[src/rtl/asmd_pkg.sv]
// asmd_pkg: constants and state encodings shared by the ASMD multiplier and divider blocks.
//   MULT_*      : multiplier word length and step count
//   DIV_*       : divider default word length
//   div_state_t : divider controller state encoding (IDLE, RUN)
package asmd_pkg;

   // Multiplier constants
   localparam int unsigned MULT_WORD_LENGTH = 4;
   localparam int unsigned MULT_STEPS       = MULT_WORD_LENGTH;

   // Divider constants
   localparam int unsigned DIV_WORD_LENGTH  = 4;

   typedef enum logic {
      IDLE = 1'b0,
      RUN  = 1'b1
   } div_state_t;

endpackage : asmd_pkg

[src/rtl/asmd_div_datapath.sv]
// asmd_div_datapath: restoring-division datapath (working remainder R, shift register Q,
// captured divisor, compare-subtract, result and flag registers).
//   clk, rst          : clock, async active-high reset
//   i_load            : request accepted this edge (capture operands / error result)
//   i_step            : perform one restoring step this edge
//   i_done            : last step; load quotient/remainder from the step result
//   i_dividend        : 2W-bit unsigned dividend
//   i_divisor         : W-bit unsigned divisor
//   o_err_c           : combinational; current operands are divide-by-zero or overflow
//   o_quotient        : registered quotient
//   o_remainder       : registered remainder
//   o_div_by_zero     : registered flag
//   o_overflow        : registered flag
module asmd_div_datapath
   import asmd_pkg::*;
#(
   parameter int unsigned W = DIV_WORD_LENGTH
) (
   input  logic           clk,
   input  logic           rst,
   input  logic           i_load,
   input  logic           i_step,
   input  logic           i_done,
   input  logic [2*W-1:0] i_dividend,
   input  logic [W-1:0]   i_divisor,
   output logic           o_err_c,
   output logic [W-1:0]   o_quotient,
   output logic [W-1:0]   o_remainder,
   output logic           o_div_by_zero,
   output logic           o_overflow
);

   logic [W:0]   r_r;
   logic [W-1:0] r_q;
   logic [W-1:0] r_d;

   logic         w_dz;
   logic         w_ovf;
   logic [W+1:0] w_r_sh;
   logic [W+1:0] w_diff;
   logic         w_ge;
   logic [W:0]   w_r_nxt;
   logic [W-1:0] w_q_nxt;

   // Error classification on the live operands; divide-by-zero takes priority
   always_comb begin
      w_dz    = (i_divisor == '0);
      w_ovf   = !w_dz && (i_dividend[2*W-1:W] >= i_divisor);
      o_err_c = w_dz | w_ovf;
   end

   // One restoring step: shift {R,Q} left, trial-subtract, keep on no borrow
   always_comb begin
      w_r_sh  = {r_r, r_q[W-1]};
      w_diff  = w_r_sh - {2'b00, r_d};
      w_ge    = !w_diff[W+1];
      w_r_nxt = w_ge ? w_diff[W:0] : w_r_sh[W:0];
      w_q_nxt = r_q << 1;
      w_q_nxt[0] = w_ge;
   end

   // Working and result registers
   always_ff @(posedge clk or posedge rst) begin
      if (rst) begin
         r_r           <= '0;
         r_q           <= '0;
         r_d           <= '0;
         o_quotient    <= '0;
         o_remainder   <= '0;
         o_div_by_zero <= 1'b0;
         o_overflow    <= 1'b0;
      end else if (i_load) begin
         r_d           <= i_divisor;
         o_div_by_zero <= w_dz;
         o_overflow    <= w_ovf;
         if (w_dz || w_ovf) begin
            o_quotient  <= '1;
            o_remainder <= i_dividend[W-1:0];
         end else begin
            r_r <= {1'b0, i_dividend[2*W-1:W]};
            r_q <= i_dividend[W-1:0];
         end
      end else if (i_step) begin
         r_r <= w_r_nxt;
         r_q <= w_q_nxt;
         if (i_done) begin
            o_quotient  <= w_q_nxt;
            o_remainder <= w_r_nxt[W-1:0];
         end
      end
   end

endmodule : asmd_div_datapath

[src/rtl/asmd_divider.sv]
// asmd_divider: sequential restoring divider, 2W-bit dividend by W-bit divisor,
// W RUN cycles per non-error request.
//   clk, reset  : clock, async active-high reset
//   start       : level request, sampled in IDLE
//   dividend    : 2W-bit unsigned dividend
//   divisor     : W-bit unsigned divisor
//   quotient    : W-bit result
//   remainder   : W-bit result
//   ready       : high in IDLE
//   div_by_zero : last accepted request had divisor == 0
//   overflow    : last accepted request had quotient wider than W bits
module asmd_divider
   import asmd_pkg::*;
#(
   parameter int unsigned word_length = DIV_WORD_LENGTH
) (
   input  logic                     clk,
   input  logic                     reset,
   input  logic                     start,
   input  logic [2*word_length-1:0] dividend,
   input  logic [word_length-1:0]   divisor,
   output logic [word_length-1:0]   quotient,
   output logic [word_length-1:0]   remainder,
   output logic                     ready,
   output logic                     div_by_zero,
   output logic                     overflow
);

   localparam int unsigned W  = word_length;
   localparam int unsigned CW = $clog2(W + 1);

   div_state_t    r_state;
   div_state_t    w_state_nxt;
   logic [CW-1:0] r_count;
   logic          r_ready;
   logic          w_load;
   logic          w_step;
   logic          w_done;
   logic          w_err;

   // State, ready and step counter registers
   always_ff @(posedge clk or posedge reset) begin
      if (reset) begin
         r_state <= IDLE;
         r_ready <= 1'b1;
         r_count <= '0;
      end else begin
         r_state <= w_state_nxt;
         r_ready <= (w_state_nxt == IDLE);
         if (w_load)
            r_count <= '0;
         else if (w_step)
            r_count <= r_count + CW'(1);
      end
   end

   // Next-state and datapath controls
   always_comb begin
      w_state_nxt = r_state;
      w_load      = 1'b0;
      w_step      = 1'b0;
      w_done      = 1'b0;
      case (r_state)
         IDLE: begin
            if (start) begin
               w_load = 1'b1;
               // Error requests complete in IDLE without a RUN phase
               if (!w_err)
                  w_state_nxt = RUN;
            end
         end
         RUN: begin
            w_step = 1'b1;
            if (r_count == CW'(W - 1)) begin
               w_done      = 1'b1;
               w_state_nxt = IDLE;
            end
         end
         default: w_state_nxt = IDLE;
      endcase
   end

   assign ready = r_ready;

   asmd_div_datapath #(
      .W (W)
   ) u_datapath (
      .clk           (clk),
      .rst           (reset),
      .i_load        (w_load),
      .i_step        (w_step),
      .i_done        (w_done),
      .i_dividend    (dividend),
      .i_divisor     (divisor),
      .o_err_c       (w_err),
      .o_quotient    (quotient),
      .o_remainder   (remainder),
      .o_div_by_zero (div_by_zero),
      .o_overflow    (overflow)
   );

endmodule : asmd_divider

[config.mk]
export PLATFORM = sky130hd
export DESIGN_NAME = asmd_divider
export DESIGN_NICKNAME = d
export VERILOG_FILES = /design/src/rtl/asmd_pkg.sv /design/src/rtl/asmd_div_datapath.sv /design/src/rtl/asmd_divider.sv
export SDC_FILE = /design/constraint.sdc
export NUM_CORES = 1
export LEC_CHECK = 0
export CAP_MARGIN = 20
export CORE_UTILIZATION = 60
export CTS_BUF_LIST = sky130_fd_sc_hd__clkbuf_2
export CTS_CLUSTER_SIZE = 40
export DETAILED_ROUTE_END_ITERATION = 8
export PLACE_DENSITY = 0.88
export SLEW_MARGIN = 20
export SYNTH_ARGS = -nofsm -noshare
export SYNTH_HDL_FRONTEND = slang
export SYNTH_SLANG_ARGS = --single-unit
[constraint.sdc]
create_clock -name clk -period 4.2 [get_ports clk]
set_input_delay 0.84 -clock clk [delete_from_list [all_inputs] [get_ports clk]]
set_output_delay 0.84 -clock clk [all_outputs]
set_load 0.1 [all_outputs]
# [Yosys cells after proc, flatten, opt, wreduce, memory -nomap -nowiden]
# Index checks and enable logic that the tools add are counted.
[classes] div=0 mux=26 shift=0 n_reduce_logical=9 add_sub_neg=2 order_cmp=1 eq_ne=3 n_bitwise=3 multipliers=0
[op_table] cell="two-way mux 4 bit" count=11
[op_table] cell="two-way mux 5 bit" count=4
[op_table] cell="two-way mux 1 bit" count=8
[op_table] cell="two-way mux 3 bit" count=2
[op_table] cell="subtractor 6 x 4 -> 6 bit" count=1
[op_table] cell=">= comparator 4 bit" count=1
[op_table] cell="zero test 4 bit" count=1
[op_table] cell="inequality test 2 bit (second input constant)" count=2
[op_table] cell="nonzero test 2 bit" count=2
[op_table] cell="adder 3 x 1 -> 3 bit (second input constant)" count=1
[op_table] cell="equality test 3 x 2 -> 1 bit (second input constant)" count=1
[op_table] cell="AND reduction 3 bit" count=1
[op_table] cell="zero test 1 bit" count=2
[op_table] cell="NOT 1 bit" count=2
[op_table] cell="one-hot mux 1 bit (2 select lines)" count=1
[op_table] cell="AND reduction 2 bit" count=1
[op_table] cell="logical AND 1 bit" count=1
[op_table] cell="logical OR 1 bit" count=1
[op_table] cell="bitwise OR 1 bit" count=1
[totals] ramBits=0 mem_bits_ro=0 output_inout_bits=11 mem_count=0 ff_bits=28 in_bits=15 wordCells=54 latch_bits=0

# [Logic depth before layout (Yosys ltp)]
# Gate-level depths: netlist of run 1.
[depth] ltp_word=8 mapped_depth=9 ltp_nobuf=9

# [Modules after synthesis]
# From an unflattened synthesis of run 1, not the netlist that was laid out.
[unflattened] cells_unflattened=180 hier_area_um2=1734.2
[modules_own_cells] mod="asmd_div_datapath" seq_area_each_um2=575.6 area_per_inst_um2=1487.7 instances=1 cells_per_inst=160
[modules_own_cells] mod="asmd_divider" seq_area_each_um2=126.4 area_per_inst_um2=246.5 instances=1 cells_per_inst=20

# [Worst setup path before layout of run 1]
# Ideal clock, no wire load.
[synth_path] kind="input port to flip-flop" startpoint="input dividend[4]" endpoint="register u_datapath.o_remainder[0]" n_path_buf=0 setup_ns=0.127 t_required_ns=4.073 path_stages=7 arrival_ns=2.351 slack_ns=1.723 cell_sequence="inv_1 -> ha_1 -> nand2b_4 -> a2111o_1 -> a21oi_4 -> nor2_2 -> o32a_1"
[synth_via] elab_chain_cells=5
[synth_lines] item="start, declared" line_no="asmd_divider.sv:20" text="input logic [2*word_length-1:0] dividend,"
[synth_lines] item=">= comparator 4 bit" line_no="asmd_div_datapath.sv:48" text="w_ovf = !w_dz && (i_dividend[2*W-1:W] >= i_divisor);"
[synth_lines] item="logical AND 1 bit" line_no="asmd_div_datapath.sv:48"
[synth_lines] item="logical OR 1 bit" line_no="asmd_div_datapath.sv:76" text="if (w_dz || w_ovf) begin"
[synth_lines] item="inequality test 2 bit (no line)"
[synth_lines] item="AND reduction 3 bit (no line)"
[synth_lines] item="end signal, assigned" line_no="asmd_div_datapath.sv:78" text="o_remainder <= i_dividend[W-1:0];"
[synth_lines] item="end signal, assigned" line_no="asmd_div_datapath.sv:88" text="o_remainder <= w_r_nxt[W-1:0];"
[synth_lines] item="end, declared" line_no="asmd_div_datapath.sv:28" text="output logic [W-1:0] o_remainder,"
# No other way between the ends.
# A chain may end at the register's enable or synchronous reset.

# [Worst setup path in the final report of run 1]
[layout_path] startpoint="register r_ready (netlist: ready)" endpoint="output ready"
[layout_rtl] item="start, declared" line_no="asmd_divider.sv:35" text="logic r_ready;"
[layout_rtl] item="start signal, assigned" line_no="asmd_divider.sv:49" text="r_ready <= (w_state_nxt == IDLE);"
[layout_rtl] item="end, declared" line_no="asmd_divider.sv:24" text="output logic ready,"
# No word-level cell between the ends.

==> impl_summary.log, run 1 <==
INFO  metric post_synth_xor_area_fraction = 0.0105
INFO  metric worst_path_cell_with_the_longest_stage_delay = clkdlybuf4s50_1
INFO  metric design.portCount = 26
INFO  metric ctsHtreeMaxLevel = 1
INFO  metric placement_rows = 18
INFO  metric criticalPathCategory = reg2out
INFO  metric fp.coreArea = 2540 sq um
INFO  metric fill_cells = 179
INFO  metric timing.max_cap.violations = 0
INFO  metric report.final.setup_viol = 0
INFO  metric clk_pin_slew = 0.25 ns
INFO  metric critPathLaunch = ready$_DFF_PP1_
INFO  metric grt-ovfl-total = 0
INFO  metric post-route-period-util = 0.691
INFO  metric count_of_mapped_cells_out_of_synthesis = 172
INFO  metric drtAntennaViolNets = 0
INFO  metric drcViolationCount = 0
INFO  metric cp_startpoint_kind = flop
INFO  metric detail_route.vias_per_cell = 6.24
INFO  metric cts_resized = 0
INFO  metric wirelength = 3670 um
INFO  metric first_global_vias = 1394
INFO  metric nets = 221
INFO  metric critical_path_buf_inv_count = 1
INFO  metric worstReg2RegStart = u_datapath.r_q[3]$_DFFE_PP0P_
INFO  metric worstSetupPathDepth = 1
INFO  metric synth.lib_cells_used.distinct = 46
INFO  metric tritoncts.num_buffers = 3
INFO  metric route.vias.total = 1398
INFO  metric worstSkewPairLatency = 0.36 ns
INFO  metric clk_buf_depth = 2
INFO  metric hold-path-cell-count = 2
INFO  metric critical_path_required = 3.36 ns
INFO  metric timing.slew.headroom = 0.350
INFO  metric die-area = 2980 sq um
INFO  metric critPathMaxFanout = 1
INFO  metric placement.io_buffers = 25
INFO  metric tritoncts = yes
INFO  metric cts_sinks = 28
INFO  metric regToRegSetupSlack = 2.06 ns
INFO  metric final_period_minus_worst_setup_slack = 2.90 ns
INFO  metric run_status = finished clean
INFO  metric holdCritPathClass = reg2reg
INFO  metric dr.first_iter.drc_count = 44
INFO  metric fp.dieW = 54.6 um
INFO  metric netlist_area = 1660 sq um
INFO  metric gpl.final_weighted_congestion = 0.863
INFO  metric largest_net_degree_at_the_start_of_global_routing = 29
INFO  metric syn_nets = 198
INFO  metric flop_and_latch_count_out_of_synthesis = 28
INFO  metric finalClockSkew = 0.00170 ns
INFO  metric post_synth_mux_area_share = 0.0648
INFO  metric maximum_clock_frequency = 344 MHz
INFO  metric number_of_flops_mapped_to_enable_cells_by_yosys = 0
INFO  metric timing.rr.end = u_datapath.r_r[4]$_DFFE_PP0P_
INFO  metric die_h = 54.6 um
INFO  metric drt_pass1_iterations = 4
INFO  metric grt_usage = 0.297
INFO  metric number_of_warnings_reported_in_the_yosys_synthesis_log = 0
INFO  metric worst_r2r_path_depth = 9
INFO  metric cp_cell_sequence = clkdlybuf4s50_1
INFO  metric yosys.area_share.simple = 0.155
INFO  metric synth-seq-area-share = 0.422
INFO  metric synth_async_sr_flop_share = 1.00
INFO  metric critPathCaptureType = primary output
INFO  metric antenna_cells_inserted = 0
INFO  metric synth_adder_area_share = 0.0873
INFO  metric syn_avg_cell_area = 9.66 sq um
INFO  metric post-cts-setup-buffers = 0
INFO  metric finalHoldViolCount = 0
INFO  metric fin_setup_tns = 0 ns
INFO  metric antenna_found_initial = 0
INFO  metric crit_path_end = ready
INFO  metric critical-path-top-delay-family = buffers and inverters
INFO  metric worst_path_largest_cell_delay = 1.12 ns
INFO  metric area_growth_syn_to_layout = 16.6%
INFO  metric route.detailed.wl_per_inst = 16.4 um
INFO  metric synth_top_family_by_area = compound AO/OA/AOI/OAI gates
INFO  metric synthesized_area_fraction_occupied_by_ao_oa_aoi_and_oai_cells = 0.212
INFO  metric grt_first_pass_wirelength = 6150 um
INFO  metric tightest_slew = 0.972 ns
INFO  metric rsz0062_at_grt = false
INFO  metric synthFlopType = dfrtp_1
INFO  metric root_buffer = clkbuf_2
INFO  metric slew_viol_final = 0
INFO  metric layout_cell_share_with_drive_strength_beyond_1 = 0.0876
INFO  metric start_util = 0.653
INFO  metric hold_buffers = 0
INFO  metric dp_hpwl = 2810 um
INFO  metric worst-endpoint-arrival = 2.06 ns
state kept, by name, summed over array words and instances (netlist names):
signal                    flops
u_datapath.r_r                5
r_count                       3
ready                         1
u_datapath.o_div_by_zero      1
u_datapath.o_overflow         1
r_state                       1
u_datapath.o_quotient         4
u_datapath.r_d                4
u_datapath.r_q                4
u_datapath.o_remainder        4
metrics by stage:
step                      hold slack, ns  cells  setup WS, ns  area (sq um)  utilization
after floorplan                    0.452    172          1.72          1660            -
after global routing               0.579    224          1.24          1940        0.762
final                              0.535    224          1.30          1940        0.762
after CTS                          0.542    224          1.29          1940        0.762
after detailed placement           0.487    220          1.04          1920        0.754
after global placement             0.481    220          1.15          1920        0.754
Yosys cell counts, drive strengths merged (2+ instances only):
library cell	count	area (sq um)
nand2	22	82.6
dfrtp	27	676
nor2	19	73.8
a22oi	2	15.0
buf	4	18.8
a21o	3	25.0
o21ai	9	45.0
inv	13	48.8
o22a	3	26.3
ha	10	125
mux2	3	37.5
nor2b	3	18.8
o31ai	2	15.0
o32a	3	30.0
nand2b	4	32.5
xor2	2	17.5
clkbuf	3	11.3
mux2i	7	70.1
a21oi	14	85.1
layout make-up:
type	count	area, sq um	area share
repair buffers	25	250	0.129
clock inverters	1	3.75	0.00194
flip-flops and latches	28	702	0.362
clock buffers	3	15.0	0.00775
well taps	30	37.5	0.0194
inverters	13	48.8	0.0252
multi-input cells	124	881	0.454
cells by family after synthesis:
logic type / count (synthesis)
AO/OA/AOI/OAI: 46
buffers and inverters: 20
multiplexers: 10
adder cells (fa/ha/maj): 11
flip-flops: 28
AND/OR/NAND/NOR: 55
XOR/XNOR: 2
metal layers:
layer / up-vias / share of wire / routed length, um / global-route usage
met1: 686 / 0.43 / 1580 / 0.373
met4: 0 / 0.029 / 107 / 0.154
li1: 649 / - / - / -
met5: - / 0 / 0 / 0
met3: 15 / 0.038 / 138 / 0.0417
met2: 48 / 0.50 / 1840 / 0.490
worst min-delay path: stages, from the launching register on:
cell     delay [ns]
dfrtp_1        0.40
nor2_1         0.04
nor2_1         0.08
worst min-delay path by stage:
| stage | from | slack, ns | to |
|---|---|---|---|
| floorplan | u_datapath.r_d[0]$_DFFE_PP0P_ | 0.45 | u_datapath.r_d[0]$_DFFE_PP0P_ |
| global placement | u_datapath.r_d[0]$_DFFE_PP0P_ | 0.48 | u_datapath.r_d[0]$_DFFE_PP0P_ |
| detailed placement | u_datapath.o_overflow$_DFFE_PP0P_ | 0.49 | u_datapath.o_overflow$_DFFE_PP0P_ |
| CTS | u_datapath.r_d[0]$_DFFE_PP0P_ | 0.54 | u_datapath.r_d[0]$_DFFE_PP0P_ |
| global route | u_datapath.o_overflow$_DFFE_PP0P_ | 0.58 | u_datapath.o_overflow$_DFFE_PP0P_ |
| finish | u_datapath.o_div_by_zero$_DFFE_PP0P_ | 0.54 | u_datapath.o_div_by_zero$_DFFE_PP0P_ |
placed cells by master, fill, tap and decap left out, types with 2 or more instances in the layout:
master and count:
nor2_1 18, o21ai_0 6, o21ai_1 3, o31ai_1 2, clkdlybuf4s50_1 25, xor2_1 2
mux2_2 2, a21oi_1 12, ha_1 10, a22oi_1 2, o32a_1 3, nor2b_1 3
inv_1 12, mux2i_1 7, nand2_1 22, nand2b_1 3, a21o_2 2, clkbuf_2 3
dfrtp_1 27, o22a_1 3
Power of run 1 is not shown: default switching activity piles up to over one toggle a cycle in this logic, so the estimate is an artifact.
==> inputs of run 2 (changes only) <==
- CORE_UTILIZATION: 60 -> 50
- PLACE_DENSITY: 0.88 -> 0.78
- clock period: 4.2 -> 2.5 ns (I/O delays scaled with it)
==> impl_summary.log, run 2 (synthesis results as in run 1) <==
INFO  metric run_status = finished clean
INFO  metric dp_hpwl = 2920 um (+4.0%)
INFO  metric start_util = 0.535 (-0.117)
INFO  metric root_buffer = clkbuf_2
INFO  metric report.final.setup_viol = 0 (unchanged)
INFO  metric finalClockSkew = 0.00418 ns (+0.00248 ns)
INFO  metric route.detailed.wl_per_inst = 14.8 um (-9.6%)
INFO  metric largest_net_degree_at_the_start_of_global_routing = 29 (unchanged)
INFO  metric grt-ovfl-total = 0 (unchanged)
INFO  metric layout_cell_share_with_drive_strength_beyond_1 = 0.190 (+0.103)
INFO  metric timing.slew.headroom = 0.742 (+0.391)
INFO  metric die-area = 3560 sq um (+19%)
INFO  metric largest_register_ff_count = 5 (unchanged)
INFO  metric fill_cells = 286 (+60%)
INFO  metric tritoncts.num_buffers = 3 (unchanged)
INFO  metric wirelength = 3690 um (+0.46%)
INFO  metric most_frequent_standard_cell_in_the_layout_excluding_fill_and_tap_cells = dfrtp_1
INFO  metric ctsHtreeMaxLevel = 1 (unchanged)
INFO  metric fp.dieW = 59.6 um (+9.2%)
INFO  metric drcViolationCount = 0 (unchanged)
INFO  metric clk_pin_slew = 0.27 ns (+0.02 ns)
INFO  metric worst-endpoint-arrival = 2.59 ns (+0.53 ns)
INFO  metric die_h = 59.6 um (+9.2%)
INFO  metric tightest_slew = 0.388 ns (-0.584 ns)
INFO  metric clk_buf_depth = 2 (unchanged)
INFO  metric grt_usage = 0.236 (-0.0602)
INFO  metric fin_area = 2050 sq um (+5.7%)
INFO  metric post-cts-setup-buffers = 0 (unchanged)
INFO  metric grt_first_pass_wirelength = 6270 um (+1.8%)
INFO  metric timing.max_cap.violations = 0 (unchanged)
INFO  metric worstReg2RegStart = u_datapath.r_r[1]$_DFFE_PP0P_
INFO  metric area_growth_syn_to_layout = 23.3%
INFO  metric drtAntennaViolNets = 0 (unchanged)
INFO  metric cp_startpoint_kind = primary input
INFO  metric post-route-period-util = 0.924
INFO  metric cts_sinks = 28 (unchanged)
INFO  metric fp.coreArea = 3100 sq um (+22%)
INFO  metric criticalPathCategory = in2reg
INFO  metric postPlaceCellArea = 2000 sq um (+4.4%)
INFO  metric tritoncts = yes
INFO  metric critPathLaunch = dividend[4]
INFO  metric cp_cell_sequence = clkdlybuf4s50_1 > inv_1 > ha_1 > nand2b_4 > a2111o_1 > a21oi_4 > buf_12 > mux2i_1 > o21ai_1
INFO  metric antenna_found_initial = 0 (unchanged)
INFO  metric worst_path_largest_cell_delay = 0.48 ns (-0.64 ns)
INFO  metric cts_resized = 0 (unchanged)
INFO  metric critPathCaptureType = flop
INFO  metric critPathMaxFanout = 9 (+8)
INFO  metric first_global_vias = 1365 (-2.1%)
INFO  metric placement_rows = 20 (+2)
INFO  metric maximum_clock_frequency = 433 MHz
INFO  metric rsz0062_at_grt = false
INFO  metric antenna_cells_inserted = 0 (unchanged)
INFO  metric gpl.final_weighted_congestion = 0.888 (+2.9%)
INFO  metric registers.top_by_ff_count = u_datapath.r_r
INFO  metric design.portCount = 26 (unchanged)
INFO  metric finalHoldViolCount = 0 (unchanged)
INFO  metric worst_path_cell_with_the_longest_stage_delay = clkdlybuf4s50_1
INFO  metric critical_path_required = 2.78 ns (-0.58 ns)
INFO  metric slew_viol_final = 0 (unchanged)
INFO  metric nets = 232 (+5.0%)
INFO  metric worstSkewPairLatency = 0.36 ns (about the same)
INFO  metric hold_buffers = 0 (unchanged)
INFO  metric detail_route.vias_per_cell = 5.49 (-12%)
INFO  metric placement.io_buffers = 25 (unchanged)
INFO  metric route.vias.total = 1368 (-2.1%)
INFO  metric dr.first_iter.drc_count = 105 (+140%)
INFO  metric most-common-layout-cells = dfrtp_1 (27), nand2_1 (22), buf_4 (21)
INFO  metric holdCritPathClass = in2async
INFO  metric final_period_minus_worst_setup_slack = 2.31 ns
INFO  metric drt_pass1_iterations = 4 (unchanged)
[run 2: changes by cell type in the layout (fill, tap and decap cells not counted), sizes merged]
cell / before / now
buf: 0 / 22
bufinv: 0 / 1
clkinv: 1 / 0
clkdlybuf4s50: 25 / 14
[run 2: final cells by class]
type	count	area [sq um]	area share
Clock buffer	3	15.0	0.00733
Clock inverter	1	30.0	0.0147
Inverter	13	48.8	0.0238
Multi-Input combinational cell	124	881	0.430
Sequential cell	28	702	0.342
Tap cell	44	55.1	0.0269
Timing Repair Buffer	36	318	0.155
[run 2: worst max-delay path: cells and delay by family]
| kind | cells | cell delay, ns |
|---|---|---|
| compound gates | 3 | 0.76 |
| fa+ha+maj | 1 | 0.29 |
| buf+inv | 3 | 0.68 |
| mux | 1 | 0.22 |
| simple gates | 1 | 0.14 |
[run 2: stage by stage]
| step | hold WS, ns | setup WS [ns] | utilization | cells | TNS, ns |
|---|---|---|---|---|---|
| 6_report | 0.447 | 0.189 | 0.660 | 249 | 0 |
| 5_1_grt | 0.480 | 0.133 | 0.660 | 249 | 0 |
| 4_1_cts | 0.461 | 0.193 | 0.660 | 249 | 0 |
| 3_5_place_dp | 0.496 | -0.212 | 0.646 | 245 | -2.45 |
| 3_3_place_gp | 0.475 | -0.107 | 0.646 | 245 | -1.26 |
| 2_1_floorplan | 0.452 | 0.363 | - | 172 | 0 |
[run 2: path summary, 6_finish.rpt]
path / end / slack [ns] / cells past startpoint
worst max-delay path: u_datapath.r_q[3]$_DFFE_PP0P_ / 0.19 / 9
worst min-delay path: r_count[0]$_DFFE_PP0P_ / 0.45 / 3
worst max register to register: u_datapath.o_remainder[1]$_DFFE_PP0P_ / 0.33 / 6
worst min register to register: u_datapath.o_overflow$_DFFE_PP0P_ / 0.54 / 1
max in group asynchronous: ready$_DFF_PP1_ / 1.74 / 3
min in group clk: u_datapath.o_overflow$_DFFE_PP0P_ / 0.54 / 1
[run 2: per-layer routing]
metal  routed length (um)  part of all wire  vias to the layer above  GRT usage
li1                     -                 -                      668          -
met1                 1570              0.43                      673      0.308
met2                 1980              0.54                       25      0.424
met3                  123             0.033                        2     0.0218
met4                   20            0.0054                        0     0.0498
met5                    0                 0                        -          0
Power of run 2 is left out for the same reason.
==> inputs of run 3 (changes only) <==
- ABC_CLOCK_PERIOD_IN_PS: unset -> 2500
==> results of run 3 <==
No change in the layout: final DEF, timing and power equal those of run 2.
Power of run 3 is left out for the same reason.
